[src/rtl/fsk_pkg.sv]
// Shared types and constants for the 2FSK frame sequencer.
package fsk_pkg;

    typedef enum logic [2:0] {
        StIdle,
        StPre,
        StData,
        StPar,
        StTail
    } fsk_state_t;

    localparam int unsigned FSK_BYTE_W    = 8;
    localparam logic        FSK_PRE_FIRST = 1'b1;

    function automatic logic fsk_even_parity(input logic [FSK_BYTE_W-1:0] b);
        return ^b;
    endfunction

endpackage

[src/rtl/fsk_frame_ctrl_if.sv]
// Byte source handshake into the frame sequencer holding register.
interface fsk_frame_ctrl_if;

    logic [fsk_pkg::FSK_BYTE_W-1:0] data_in;
    logic                           data_last;
    logic                           data_valid;
    logic                           data_ready;

    modport master (
        output data_in,
        output data_last,
        output data_valid,
        input  data_ready
    );

    modport slave (
        input  data_in,
        input  data_last,
        input  data_valid,
        output data_ready
    );

endinterface

[src/rtl/fsk_sym_timer.sv]
// Symbol period counter: strobe on the first cycle of each symbol, sym_end on the last.
module fsk_sym_timer #(
    parameter int unsigned SYM_DIV = 16
) (
    input  logic clk,
    input  logic rst,
    input  logic start,
    input  logic stop,
    output logic sym_strobe,
    output logic sym_end
);

    localparam int unsigned CntW    = (SYM_DIV > 1) ? $clog2(SYM_DIV) : 1;
    localparam logic [CntW-1:0] CntLast = CntW'(SYM_DIV - 1);

    logic [CntW-1:0] cnt_q;
    logic            run_q;

    assign sym_end = run_q && (cnt_q == CntLast);

    // stop is only meaningful at the symbol boundary; it halts before the next symbol
    always_ff @(posedge clk or posedge rst) begin
        if (rst) begin
            cnt_q      <= '0;
            run_q      <= 1'b0;
            sym_strobe <= 1'b0;
        end else if (start) begin
            cnt_q      <= '0;
            run_q      <= 1'b1;
            sym_strobe <= 1'b1;
        end else if (sym_end) begin
            cnt_q      <= '0;
            run_q      <= ~stop;
            sym_strobe <= ~stop;
        end else if (run_q) begin
            cnt_q      <= cnt_q + 1'b1;
            sym_strobe <= 1'b0;
        end else begin
            sym_strobe <= 1'b0;
        end
    end

endmodule

[src/rtl/fsk_frame_ctrl.sv]
// Frame sequencer for the 2FSK modulator: preamble, MSB-first bytes, idle tail symbol.
// Define FSK_PARITY_EN to append an even parity symbol after every byte.
module fsk_frame_ctrl
    import fsk_pkg::*;
#(
    parameter int unsigned SYM_DIV  = 16,
    parameter int unsigned PRE_LEN  = 8,
    parameter logic        IDLE_LVL = 1'b1
) (
    input  logic                   clk,
    input  logic                   rst,
    input  logic                   start,
    fsk_frame_ctrl_if.slave        src,
    output logic                   m_ser_code_out,
    output logic                   sym_strobe,
    output logic                   busy,
    output logic                   done,
    output logic                   err
);

    localparam int unsigned PreW = (PRE_LEN > 0) ? $clog2(PRE_LEN + 1) : 1;
    localparam logic [PreW-1:0] PreLast = PreW'(PRE_LEN);
    localparam bit PreEn = (PRE_LEN > 0);
    localparam logic [2:0] BitLast = 3'(FSK_BYTE_W - 1);

    fsk_state_t            state_q;
    logic [FSK_BYTE_W-1:0] shreg_q;
    logic [2:0]            bit_cnt_q;
    logic [PreW-1:0]       pre_cnt_q;
    logic                  last_q;
    logic                  ser_q;
    logic                  busy_q;
    logic                  done_q;
    logic                  err_q;
`ifdef FSK_PARITY_EN
    logic                  par_q;
`endif

    logic [FSK_BYTE_W-1:0] hold_data_q;
    logic                  hold_last_q;
    logic                  hold_full_q;

    logic sym_end;
    logic start_acc;
    logic byte_done;
    logic load_req;
    logic consume;
    logic underrun;
    logic frame_end;
    logic timer_start;

    always_comb begin
        start_acc = start && (state_q == StIdle);
`ifdef FSK_PARITY_EN
        byte_done = sym_end && (state_q == StPar);
`else
        byte_done = sym_end && (state_q == StData) && (bit_cnt_q == BitLast);
`endif
        // every point where a DATA symbol run is about to begin
        load_req    = (start_acc && !PreEn)
                   || (sym_end && (state_q == StPre) && (pre_cnt_q == PreLast))
                   || (byte_done && !last_q);
        underrun    = load_req && !hold_full_q;
        consume     = load_req && hold_full_q;
        frame_end   = (sym_end && (state_q == StTail)) || underrun;
        timer_start = start_acc && !underrun;
    end

    fsk_sym_timer #(
        .SYM_DIV (SYM_DIV)
    ) u_sym_timer (
        .clk        (clk),
        .rst        (rst),
        .start      (timer_start),
        .stop       (frame_end),
        .sym_strobe (sym_strobe),
        .sym_end    (sym_end)
    );

    // Holding register: consumption wins, so a same-cycle offer waits for data_ready
    always_ff @(posedge clk or posedge rst) begin
        if (rst) begin
            hold_data_q <= '0;
            hold_last_q <= 1'b0;
            hold_full_q <= 1'b0;
        end else if (consume) begin
            hold_full_q <= 1'b0;
        end else if (src.data_valid && !hold_full_q) begin
            hold_data_q <= src.data_in;
            hold_last_q <= src.data_last;
            hold_full_q <= 1'b1;
        end
    end

    assign src.data_ready = ~hold_full_q;

    always_ff @(posedge clk or posedge rst) begin
        if (rst) begin
            state_q   <= StIdle;
            shreg_q   <= '0;
            bit_cnt_q <= '0;
            pre_cnt_q <= '0;
            last_q    <= 1'b0;
            ser_q     <= IDLE_LVL;
            busy_q    <= 1'b0;
            done_q    <= 1'b0;
            err_q     <= 1'b0;
`ifdef FSK_PARITY_EN
            par_q     <= 1'b0;
`endif
        end else begin
            done_q <= 1'b0;
            err_q  <= 1'b0;
            if (underrun) begin
                state_q <= StIdle;
                ser_q   <= IDLE_LVL;
                busy_q  <= 1'b0;
                err_q   <= 1'b1;
            end else if (consume) begin
                state_q   <= StData;
                shreg_q   <= hold_data_q;
                ser_q     <= hold_data_q[FSK_BYTE_W-1];
                bit_cnt_q <= '0;
                last_q    <= hold_last_q;
                busy_q    <= 1'b1;
`ifdef FSK_PARITY_EN
                par_q     <= fsk_even_parity(hold_data_q);
`endif
            end else begin
                case (state_q)
                    StIdle: begin
                        if (start_acc) begin
                            state_q   <= StPre;
                            ser_q     <= FSK_PRE_FIRST;
                            pre_cnt_q <= PreW'(1);
                            busy_q    <= 1'b1;
                        end
                    end
                    StPre: begin
                        if (sym_end) begin
                            ser_q     <= ~ser_q;
                            pre_cnt_q <= pre_cnt_q + PreW'(1);
                        end
                    end
                    StData: begin
                        if (sym_end) begin
                            if (bit_cnt_q == BitLast) begin
`ifdef FSK_PARITY_EN
                                state_q <= StPar;
                                ser_q   <= par_q;
`else
                                state_q <= StTail;
                                ser_q   <= IDLE_LVL;
`endif
                            end else begin
                                shreg_q   <= {shreg_q[FSK_BYTE_W-2:0], 1'b0};
                                ser_q     <= shreg_q[FSK_BYTE_W-2];
                                bit_cnt_q <= bit_cnt_q + 3'd1;
                            end
                        end
                    end
`ifdef FSK_PARITY_EN
                    StPar: begin
                        if (sym_end) begin
                            state_q <= StTail;
                            ser_q   <= IDLE_LVL;
                        end
                    end
`endif
                    StTail: begin
                        if (sym_end) begin
                            state_q <= StIdle;
                            busy_q  <= 1'b0;
                            done_q  <= 1'b1;
                        end
                    end
                    default: state_q <= StIdle;
                endcase
            end
        end
    end

    assign m_ser_code_out = ser_q;
    assign busy           = busy_q;
    assign done           = done_q;
    assign err            = err_q;

endmodule

[src/flat_wrapper.sv]
// flat-port wrapper written by rule: the top's interface ports become plain ports
module fsk_frame_ctrl_flat import fsk_pkg::*;
#(
    parameter int unsigned SYM_DIV  = 16,
    parameter int unsigned PRE_LEN  = 8,
    parameter logic        IDLE_LVL = 1'b1
)
  (clk, rst, start, m_ser_code_out, sym_strobe, busy, done, err, src_data_in, src_data_last, src_data_valid, src_data_ready);
  fsk_frame_ctrl_if src_i ();
  input  logic clk;
  input  logic rst;
  input  logic start;
  output logic m_ser_code_out;
  output logic sym_strobe;
  output logic busy;
  output logic done;
  output logic err;
  input wire logic [$bits(src_i.data_in)-1:0] src_data_in;
  input wire logic [$bits(src_i.data_last)-1:0] src_data_last;
  input wire logic [$bits(src_i.data_valid)-1:0] src_data_valid;
  output wire logic [$bits(src_i.data_ready)-1:0] src_data_ready;
  assign src_i.data_in = src_data_in;
  assign src_i.data_last = src_data_last;
  assign src_i.data_valid = src_data_valid;
  assign src_data_ready = src_i.data_ready;
  fsk_frame_ctrl #(.SYM_DIV(SYM_DIV), .PRE_LEN(PRE_LEN), .IDLE_LVL(IDLE_LVL)) u_core (.clk(clk), .rst(rst), .start(start), .src(src_i), .m_ser_code_out(m_ser_code_out), .sym_strobe(sym_strobe), .busy(busy), .done(done), .err(err));
endmodule
[config.mk]
export PLATFORM = sky130hd
export DESIGN_NAME = fsk_frame_ctrl_flat
export DESIGN_NICKNAME = d
export VERILOG_FILES = /design/src/rtl/fsk_pkg.sv /design/src/rtl/fsk_frame_ctrl_if.sv /design/src/rtl/fsk_sym_timer.sv /design/src/rtl/fsk_frame_ctrl.sv /design/src/flat_wrapper.sv
export SDC_FILE = /design/constraint.sdc
export NUM_CORES = 1
export LEC_CHECK = 0
export ABC_AREA = 1
export BUFFER_PORTS_ARGS = -buffer_cell sky130_fd_sc_hd__buf_2
export CAP_MARGIN = 30
export CORE_ASPECT_RATIO = 0.75
export CORE_UTILIZATION = 50
export DETAILED_ROUTE_END_ITERATION = 6
export PLACE_DENSITY = 0.69
export RECOVER_POWER = 100
export SLEW_MARGIN = 10
export SYNTH_ARGS = -nofsm -noshare
export SYNTH_HDL_FRONTEND = slang
export SYNTH_SLANG_ARGS = --single-unit
[constraint.sdc]
create_clock -name clk -period 2.4 [get_ports clk]
set_clock_uncertainty 0.05 [all_clocks]
set_input_delay 0.12 -clock clk [delete_from_list [all_inputs] [get_ports clk]]
set_output_delay 0.12 -clock clk [all_outputs]
set_load 0.05 [all_outputs]
Word-level counts from Yosys, hierarchy flattened
Index checks and enable logic that the tools add are counted.
{"block": "word_totals", "mem_bits_rw": 0, "input_bits": 13, "wordCells": 114, "latchBits": 0, "out_inout_bits": 6, "regBits": 38, "n_memories": 0, "rom_bits": 0}
{"block": "op_classes", "eq_ne": 15, "div": 0, "bitwise": 5, "addsub": 3, "n_mux": 43, "magnitude_cmp": 0, "n_shift": 0, "n_mul": 0, "reduce_logical": 33}
{"op": "$mux W3", "n": 10}
{"op": "$mux W7", "n": 4}
{"op": "$mux W1", "n": 20}
{"op": "$mux W4", "n": 5}
{"op": "$ne A4 B1 Y1 const B", "n": 4}
{"op": "$logic_and A1 B1 Y1", "n": 12}
{"op": "$pmux W3 S4", "n": 1}
{"op": "$reduce_and A5 Y1", "n": 2}
{"op": "$reduce_bool A2 Y1", "n": 5}
{"op": "$add A4 B1 Y4 const B", "n": 2}
{"op": "$eq A4 B4 Y1 const B", "n": 2}
{"op": "$pmux W4 S2", "n": 1}
{"op": "$reduce_and A4 Y1", "n": 2}
{"op": "$eq A3 B3 Y1 const B", "n": 2}
{"op": "$ne A2 B1 Y1 const B", "n": 3}
{"op": "$not A1 Y1", "n": 5}
{"op": "$reduce_bool A5 Y1", "n": 1}
{"op": "$ne A4 B2 Y1 const B", "n": 1}
{"op": "$reduce_and A2 Y1", "n": 2}
{"op": "$reduce_bool A4 Y1", "n": 1}
{"op": "$add A3 B1 Y3 const B", "n": 1}
{"op": "$eq A3 B1 Y1 const B", "n": 1}
{"op": "$eq A3 B2 Y1 const B", "n": 1}
{"op": "$logic_not A1 Y1", "n": 3}
{"op": "7 further kinds", "n": 8}

Logic depth before layout (Yosys ltp)
Gate-level depths: netlist of run 1.
{"block": "logic_depth", "ltp_word": 11, "ltp_mapped": 11, "depth_no_buf": 11}

By module
Synthesis of run 1 repeated with hierarchy kept, for this count alone.
{"block": "hier_totals", "cells_unflattened": 225, "hier_area_um2": 1978.1}
{"mod": "fsk_frame_ctrl", "area_per_inst_um2": 1685.4, "cells_each": 189, "seq_area_each_um2": 802.0, "n_inst": 1}
{"mod": "fsk_sym_timer", "area_per_inst_um2": 292.8, "cells_each": 36, "seq_area_each_um2": 150.1, "n_inst": 1}

Worst setup path after synthesis of run 1
No wires, ideal clock.
{"block": "synth_path", "path_type": "flip-flop to flip-flop", "from": "register u_core.hold_full_q", "to": "register u_core.hold_data_q[1]", "required_ns": 2.226, "path_stages_with_launch": 7, "setup_time_ns": 0.124, "period_less_slack_ns": 1.595, "arrival_time_ns": 1.422, "n_path_buf": 2, "setup_slack_ns": 0.805, "cell_sequence": "dfrtp_1 -> buf_2 -> inv_1 -> nand2_1 -> buf_2 -> nor2_1 -> a21oi_1"}
{"block": "synth_via", "elab_chain_len": 3}
{"element": "start: declaration", "line_no": "fsk_frame_ctrl.sv:41", "text": "logic hold_full_q;"}
{"element": "start signal: assignment", "line_no": "fsk_frame_ctrl.sv:85", "text": "hold_full_q <= 1'b0;"}
{"element": "start signal: assignment", "line_no": "fsk_frame_ctrl.sv:87", "text": "hold_full_q <= 1'b0;"}
{"element": "start signal: assignment", "line_no": "fsk_frame_ctrl.sv:91", "text": "hold_full_q <= 1'b1;"}
{"element": "$logic_not A1 Y1 / $logic_and A1 B1 Y1 (equally long branches)", "line_no": "fsk_frame_ctrl.sv:88, fsk_frame_ctrl.sv:64"}
{"element": "$logic_and A1 B1 Y1 / $not A1 Y1 (equally long branches)"}
{"element": "$reduce_and A2 Y1 (no source line) *"}
{"element": "end signal: assignment", "line_no": "fsk_frame_ctrl.sv:89", "text": "hold_data_q <= src.data_in;"}
{"element": "end: declaration", "line_no": "fsk_frame_ctrl.sv:39", "text": "logic [FSK_BYTE_W-1:0] hold_data_q;"}
Every way passes the cells marked *; elsewhere a longest branch is shown, timed or not.
A chain may end at the register's enable or synchronous reset.

Worst setup path after layout of run 1
{"block": "layout_path", "from": "register u_core.bit_cnt_q[0]", "to": "register u_core.u_sym_timer.run_q"}
{"block": "layout_via", "elab_chain_len": 9}
{"element": "start: declaration", "line_no": "fsk_frame_ctrl.sv:28", "text": "logic [2:0] bit_cnt_q;"}
{"element": "start signal: assignment", "line_no": "fsk_frame_ctrl.sv:158", "text": "bit_cnt_q <= bit_cnt_q + 3'd1;"}
{"element": "$eq A3 B3 Y1 *", "line_no": "fsk_frame_ctrl.sv:57", "text": "byte_done = sym_end && (state_q == StData) && (bit_cnt_q == BitLast);"}
{"element": "$logic_and A1 B1 Y1 *", "line_no": "fsk_frame_ctrl.sv:57"}
{"element": "$logic_and A1 B1 Y1 *", "line_no": "fsk_frame_ctrl.sv:62", "text": "|| (byte_done && !last_q);"}
{"element": "$logic_or A1 B1 Y1 *", "line_no": "fsk_frame_ctrl.sv:62"}
{"element": "$logic_and A1 B1 Y1 *", "line_no": "fsk_frame_ctrl.sv:63", "text": "underrun = load_req && !hold_full_q;"}
{"element": "$logic_or A1 B1 Y1", "line_no": "fsk_frame_ctrl.sv:65", "text": "frame_end = (sym_end && (state_q == StTail)) || underrun;"}
{"element": "$not A1 Y1", "line_no": "fsk_sym_timer.sv:33", "text": "run_q <= ~stop;"}
{"element": "$mux W1", "line_no": "fsk_sym_timer.sv:31", "text": "end else if (sym_end) begin"}
{"element": "$mux W1", "line_no": "fsk_sym_timer.sv:27", "text": "end else if (start) begin"}
{"element": "end signal: assignment", "line_no": "fsk_sym_timer.sv:33"}
{"element": "end: declaration", "line_no": "fsk_sym_timer.sv:17", "text": "logic run_q;"}
Every way passes the cells marked *; elsewhere a longest branch is shown, timed or not. The select of a mux whose other input is x is not followed.

==> results.ini, run 1 <==
[route]
vias=1483
dr.first_iter.drc_count=90
drtAntennaViolNets=0
avgRoutedWirePerCell_um=11.4
wl_um=3540
route.detailed.drc=0
firstDrtPassIters=5
avgViaCountPerCell=4.78

[placement]
dp_hpwl_um=2640
numPortBuffers=18
dp.cells=300
gp_congestion=0.771
preCtsSetupSlack_ns=0.576

[floorplan]
core_um2=3680
num_io_pins=19
std_cell_rows=19
die_area_um2=4110
die_y_um=55.8
die_x_um=73.7
start_util_pct=52.3

[global_route]
grtUsageTotal_pct=20.3
grt_pass1_vias=1356
grt_first_pass_wirelength_um=6250
antenna_found_initial=0
grt_start_max_net_pins=39
grt-ovfl-total=0

[setup_path]
startpoint_type=flip-flop
reg2reg_depth=11
end_kind=flip-flop
path_max_fanout=9
path_class=reg2reg
cp.required_ns=2.52
crit_arrival_ns=2.13

[cts]
clockBufferDepth=2
cts-root-buf=clkbuf_8
clkSinkCount=38
clk_pin_slew_worst_paths_ns=0.08
cts_tree=built
cts_buffers=5
h-tree-depth=2
clk_latency_ns=0.29
ctsResizeCount=0

[sta]
fmax_mhz=498
rsz0062_at_grt=false
setup_viol=0
hold_viol_final=0
tightest_slew_ns=0.927
slew_viol_final=0
final.min_clock_period_ns=2.01
fin_crit_sh_pct=83.6
tns_ns=0
slew_headroom_pct=38.2
fin_hold_ws_ns=0.0128
setup_slack_ns=0.393

[power_and_ir_drop]
irDropWorstVdd_uv=568
total_power_mw=1.85
power_density_nw_per_um2=847
p_leak_nw=1.21

[min_path]
hold_path_class=in2reg
hold_depth=2

[synth]
synth-edff-count=0
synth.avg_cell_area_um2=8.23
syn-num-nets=252
yosysSeqAreaShare_pct=49.4
ys_ff_latch=38
synth_area_um2=1930
synth_flop_cell=dfrtp_1
synthCells=234
async_reset_ff_share_pct=100
synth_cell_types=24
yosys_warnings=0

[run]
drv_cap=0

[cells_and_area]
area_delta_synth_final_pct=13.1
drive_above_1_share_pct=13.6
final_cells=310
antenna_cells=0
final_nets=275

[run_status]
status=completed

power by group:
group	switching, mW	internal (mW)	leakage, nW
combinational	0.236	0.128	0.663
clock	0.232	0.416	0.0683
sequential	0.0849	0.749	0.477
kinds of logic after synthesis:
family / after synthesis / share of synthesized area, %
buffers and inverters: 43 / 9.67
AO/OA/AOI/OAI: 27 / 7.79
AND/OR/NAND/NOR: 116 / 27.3
multiplexers: 2 / 1.17
adder cells (fa/ha/maj): 5 / 3.25
flip-flops: 38 / 49.4
XOR/XNOR: 3 / 1.36
layer usage:
layer	part of all wire [%]	up-vias	wire length (um)	global-route usage, %
li1	-	781	-	-
met1	56	676	1980	31.8
met2	40	21	1420	27.3
met3	2.6	5	92	4.89
met4	1.2	0	44	6.59
met5	0	-	0	0
state kept, by name (all words and copies together), names as in the netlist:
name	flops
u_core.hold_data_q	8
u_core.shreg_q	7
u_core.pre_cnt_q	4
u_core.u_sym_timer.cnt_q	4
u_core.bit_cnt_q	3
u_core.state_q	3
u_core.busy	1
u_core.done	1
u_core.err	1
u_core.hold_full_q	1
u_core.hold_last_q	1
u_core.last_q	1
u_core.m_ser_code_out	1
u_core.u_sym_timer.run_q	1
u_core.u_sym_timer.sym_strobe	1
Yosys cell counts (2+ instances only):
| cell | count | share of area, % |
|---|---|---|
| o21ai_2 | 3 | 1.4 |
| nor2_1 | 24 | 4.7 |
| nor2_4 | 2 | 1.2 |
| xor2_1 | 3 | 1.4 |
| o21ai_1 | 4 | 1.0 |
| inv_1 | 34 | 6.6 |
| dfrtp_1 | 37 | 48 |
| nor3_1 | 2 | 0.52 |
| nand2_2 | 4 | 1.3 |
| mux2_2 | 2 | 1.2 |
| nand2_1 | 57 | 11 |
| o21ai_0 | 8 | 2.1 |
| ha_1 | 5 | 3.2 |
| nand4_1 | 8 | 2.6 |
| a21oi_1 | 11 | 2.9 |
| buf_6 | 3 | 1.8 |
| buf_2 | 2 | 0.52 |
| inv_2 | 4 | 0.78 |
| nand3_1 | 16 | 4.2 |
critical path, stage by stage (launching register included):
cell and delay [ns]:
dfrtp_1 0.38, ha_1 0.16, ha_1 0.19, inv_1 0.05, nor2_1 0.08, nand3_1 0.08, nand2_1 0.25, nand2_1 0.25
inv_2 0.12, nand2_1 0.07, o21ai_0 0.14, nand2_1 0.08
stage by stage:
stage	util (%)	cell area, um2
final	59.2	2180
after global routing	59.2	2180
after CTS	59.8	2200
after detailed placement	55.5	2050
after global placement	55.5	2050
after floorplan	-	1930
worst paths after layout:
| path | startpoint | end | slack (ns) |
|---|---|---|---|
| setup reg to reg | u_core.bit_cnt_q[0]$_DFFE_PP0P_ | u_core.u_sym_timer.run_q$_DFFE_PP0P_ | 0.39 |
| max in group asynchronous | rst | u_core.bit_cnt_q[2]$_DFFE_PP0P_ | 1.12 |
| hold reg to reg | u_core.hold_last_q$_DFFE_PP0P_ | u_core.last_q$_DFFE_PP0P_ | 0.43 |
| hold / removal | src_data_in[0] | u_core.hold_data_q[0]$_DFFE_PP0P_ | 0.01 |
| min in group asynchronous | rst | u_core.busy$_DFFE_PP0P_ | 0.60 |
| setup / recovery | u_core.bit_cnt_q[0]$_DFFE_PP0P_ | u_core.u_sym_timer.run_q$_DFFE_PP0P_ | 0.39 |
placed cells by master (no fill, tap or decap), types with 6 or more instances in the layout:
master	instances
nand3_1	16
inv_1	35
buf_2	12
nor2_1	24
dfrtp_1	37
nand2_1	59
o21ai_0	12
nand4_1	8
a21oi_1	11
clkbuf_1	6
layout make-up:
type | count | area [um2]
fill | 342 | 1510
sequential | 38 | 952
multi-input combinational | 153 | 774
inverter | 38 | 143
timing repair buffer | 21 | 108
clock buffer | 5 | 68.8
clock inverter | 3 | 68.8
tap | 52 | 65.1
what timing repair did:
item                      4_1_cts  5_1_grt
hold buffers                    2        0
hold endpoints to repair       38        0
buffers inserted                0        0
(Power assumes the default switching activity.)
==> run 2: changes to the inputs <==
==> constraint.sdc (replaced) <==
create_clock -name clk -period 2 [get_ports clk]
set_clock_uncertainty 0.05 [all_clocks]
set_input_delay 0.1 -clock clk [delete_from_list [all_inputs] [get_ports clk]]
set_output_delay 0.1 -clock clk [all_outputs]
set_load 0.05 [all_outputs]
==> run 2 against run 1 <==
  * Critical path depth stayed put
  * Total power is 13% higher
  * Cell count is 2.3% higher
  * Wire length is 1.1% lower
  * Critical path type unchanged
  * Critical endpoint is now u_core.shreg_q[1]$_DFFE_PP0P_
  * Largest cell class unchanged
==> results.ini, run 2 (synthesis results as in run 1) <==
[min_path]
hold_path.startpoint=src_data_in[7]  ; was src_data_in[0]
hold_end=u_core.hold_data_q[7]$_DFFE_PP0P_  ; was u_core.hold_data_q[0]$_DFFE_PP0P_
hold_depth=3  ; was 2
hold_path_class=in2reg  ; unchanged

[global_route]
use_met1_pct=31.4  ; was 31.8%
use_met3_pct=5.43  ; was 4.89%
grt.busiest_layer=met1  ; unchanged
grt_start_max_net_pins=39  ; unchanged
antenna_found_initial=0  ; unchanged
grt-ovfl-total=0  ; unchanged
grt_pass1_vias=1431  ; was 1356
grt_first_pass_wirelength_um=6170  ; was 6250 um
grt_util_met2_pct=25.8  ; was 27.3%
grtUsageTotal_pct=19.9  ; was 20.3%

[floorplan]
die_y_um=55.8  ; unchanged
start_util_pct=52.3  ; unchanged
core_um2=3680  ; unchanged
die_area_um2=4110  ; unchanged
std_cell_rows=19  ; unchanged
die_x_um=73.7  ; unchanged
num_io_pins=19  ; unchanged

[setup_path]
end_kind=flip-flop  ; unchanged
startpoint_type=flip-flop  ; unchanged
path_class=reg2reg  ; unchanged
reg2reg_to=u_core.shreg_q[1]$_DFFE_PP0P_  ; was u_core.u_sym_timer.run_q$_DFFE_PP0P_
path_buf_inv=2  ; unchanged
path_max_fanout=9  ; unchanged
crit_arrival_ns=2.00  ; was 2.13 ns
rr_startpoint=u_core.bit_cnt_q[0]$_DFFE_PP0P_  ; unchanged
rrSetupSlack_ns=0.18  ; was 0.39 ns
worstPathCellList=ha_1 -> ha_1 -> inv_1 -> nor2_1 -> nand3_1 -> nand2_4 -> nand3_4 -> nand2_2 -> clkbuf_4 -> nand3_1 -> nand2_1  ; was ha_1 -> ha_1 -> inv_1 -> nor2_1 -> nand3_1 -> nand2_1 -> nand2_1 -> inv_2 -> nand2_1 -> o21ai_0 -> nand2_1
max_stage_delay_ns=0.37  ; was 0.38 ns
cp.required_ns=2.18  ; was 2.52 ns
reg2reg_depth=11  ; unchanged
crit_slowest_cell=dfrtp_1  ; unchanged
critPathTopFamily=simple AND/OR/NAND/NOR gates  ; unchanged

[sta]
slew_viol_final=0  ; unchanged
fmax_mhz=549  ; was 498 MHz
fin_crit_sh_pct=91.0  ; was 83.6%
tightest_slew_ns=0.918  ; was 0.927 ns
rsz0062_at_grt=false  ; unchanged
final.min_clock_period_ns=1.82  ; was 2.01 ns
setup_slack_ns=0.179  ; was 0.393 ns
slew_headroom_pct=38.8  ; was 38.2%
hold_viol_final=0  ; unchanged
tns_ns=0  ; unchanged
fin_hold_ws_ns=0.00731  ; was 0.0128 ns
setup_viol=0  ; unchanged

[placement]
gp_congestion=0.790  ; was 0.771
preCtsSetupSlack_ns=0.156  ; was 0.576 ns
dp_hpwl_um=2500  ; was 2640 um
numPortBuffers=18  ; unchanged
post_dp_cell_area_um2=2050  ; about the same

[cells_and_area]
largest_reg_flops=8  ; unchanged
antenna_cells=0  ; unchanged
final_nets=283  ; was 275
layout_commonest_cell=nand2_1  ; unchanged
stdcell_area_um2=2240  ; was 2180 um2
final_cell_mix=nand2_1, dfrtp_1, inv_1  ; unchanged
reg.largest.list=u_core.hold_data_q x8, u_core.shreg_q x7  ; unchanged
drive_above_1_share_pct=15.5  ; was 13.6%
top_register=u_core.hold_data_q  ; unchanged
area_delta_synth_final_pct=16.3  ; was 13.1%

[cts]
clk_latency_ns=0.29  ; about the same
clockBufferDepth=2  ; unchanged
cts-root-buf=clkbuf_8  ; unchanged
h-tree-depth=2  ; unchanged
clkSinkCount=38  ; unchanged
cts_buffers=5  ; unchanged
cts_tree=built  ; unchanged
clk_pin_slew_worst_paths_ns=0.07  ; was 0.08 ns

[route]
drtAntennaViolNets=0  ; unchanged
firstDrtPassIters=4  ; was 5
route.detailed.drc=0  ; unchanged
wl_um=3500  ; was 3540 um
avgViaCountPerCell=4.70  ; was 4.78
avgRoutedWirePerCell_um=11.0  ; was 11.4 um
dr.first_iter.drc_count=121  ; was 90
vias=1489  ; was 1483

[power_and_ir_drop]
total_power_mw=2.09  ; was 1.85 mW
irDropWorstVdd_uv=694  ; was 568 uV
power_density_nw_per_um2=932  ; was 847 nW/um2
p_leak_nw=1.24  ; was 1.21 nW

[run_status]
status=completed  ; unchanged

[run]
drv_cap=0  ; unchanged

-- run 2: changes by cell type in the layout (fill, tap and decap cells not counted), sizes merged --
cell	before	now
buf	12	15
bufinv	2	1
clkinv	2	1
dlygate4sd3	2	5
clkbuf	12	15
-- run 2: worst max path at each step --
stage	from	cells after the start	to	slack (ns)
3_3_place_gp	u_core.bit_cnt_q[0]$_DFFE_PP0P_	11	u_core.shreg_q[6]$_DFFE_PP0P_	0.23
6_report	u_core.bit_cnt_q[0]$_DFFE_PP0P_	11	u_core.shreg_q[1]$_DFFE_PP0P_	0.18
5_1_grt	u_core.bit_cnt_q[0]$_DFFE_PP0P_	11	u_core.shreg_q[4]$_DFFE_PP0P_	0.03
3_5_place_dp	u_core.bit_cnt_q[0]$_DFFE_PP0P_	11	u_core.shreg_q[2]$_DFFE_PP0P_	0.16
2_1_floorplan	u_core.hold_full_q$_DFFE_PP0P_	6	u_core.hold_data_q[1]$_DFFE_PP0P_	0.40
4_1_cts	u_core.bit_cnt_q[0]$_DFFE_PP0P_	11	u_core.shreg_q[2]$_DFFE_PP0P_	0.15
-- run 2: metal layers --
layer / vias to the layer above / part of all wire, %
met3: 7 / 3.4
met5: - / 0
met1: 657 / 57
li1: 798 / -
met2: 27 / 38
met4: 0 / 1.5
-- run 2: final cells by class --
cell class | instances | area [um2]
fill | 327 | 1440
tap | 52 | 65.1
inverter | 38 | 143
clock inverter | 1 | 30.0
multi-input combinational | 153 | 785
timing repair buffer | 29 | 184
clock buffer | 6 | 82.6
sequential | 38 | 952
-- run 2: report_power, final --
group / switching [mW] / internal, mW
registers: 0.0945 / 0.899
clock network: 0.258 / 0.399
logic: 0.279 / 0.159
-- run 2: metrics by stage --
| step | instances | utilization (%) |
|---|---|---|
| final | 317 | 60.8 |
| after global routing | 317 | 60.8 |
| after CTS | 313 | 60.1 |
| after detailed placement | 301 | 55.7 |
| after global placement | 301 | 55.7 |
| after floorplan | 234 | - |
-- run 2: what timing repair did --
item,4_1_cts,5_1_grt
hold endpoints to repair,41,0
gates resized for setup,0,1
hold buffers,5,0
buffers inserted,0,4
endpoints found under the setup margin,0,8
-- run 2: tightest hold or removal path, cell delays in order --
cell,delay (ns)
buf_2,0.07
nor2_1,0.03
a21oi_1,0.10
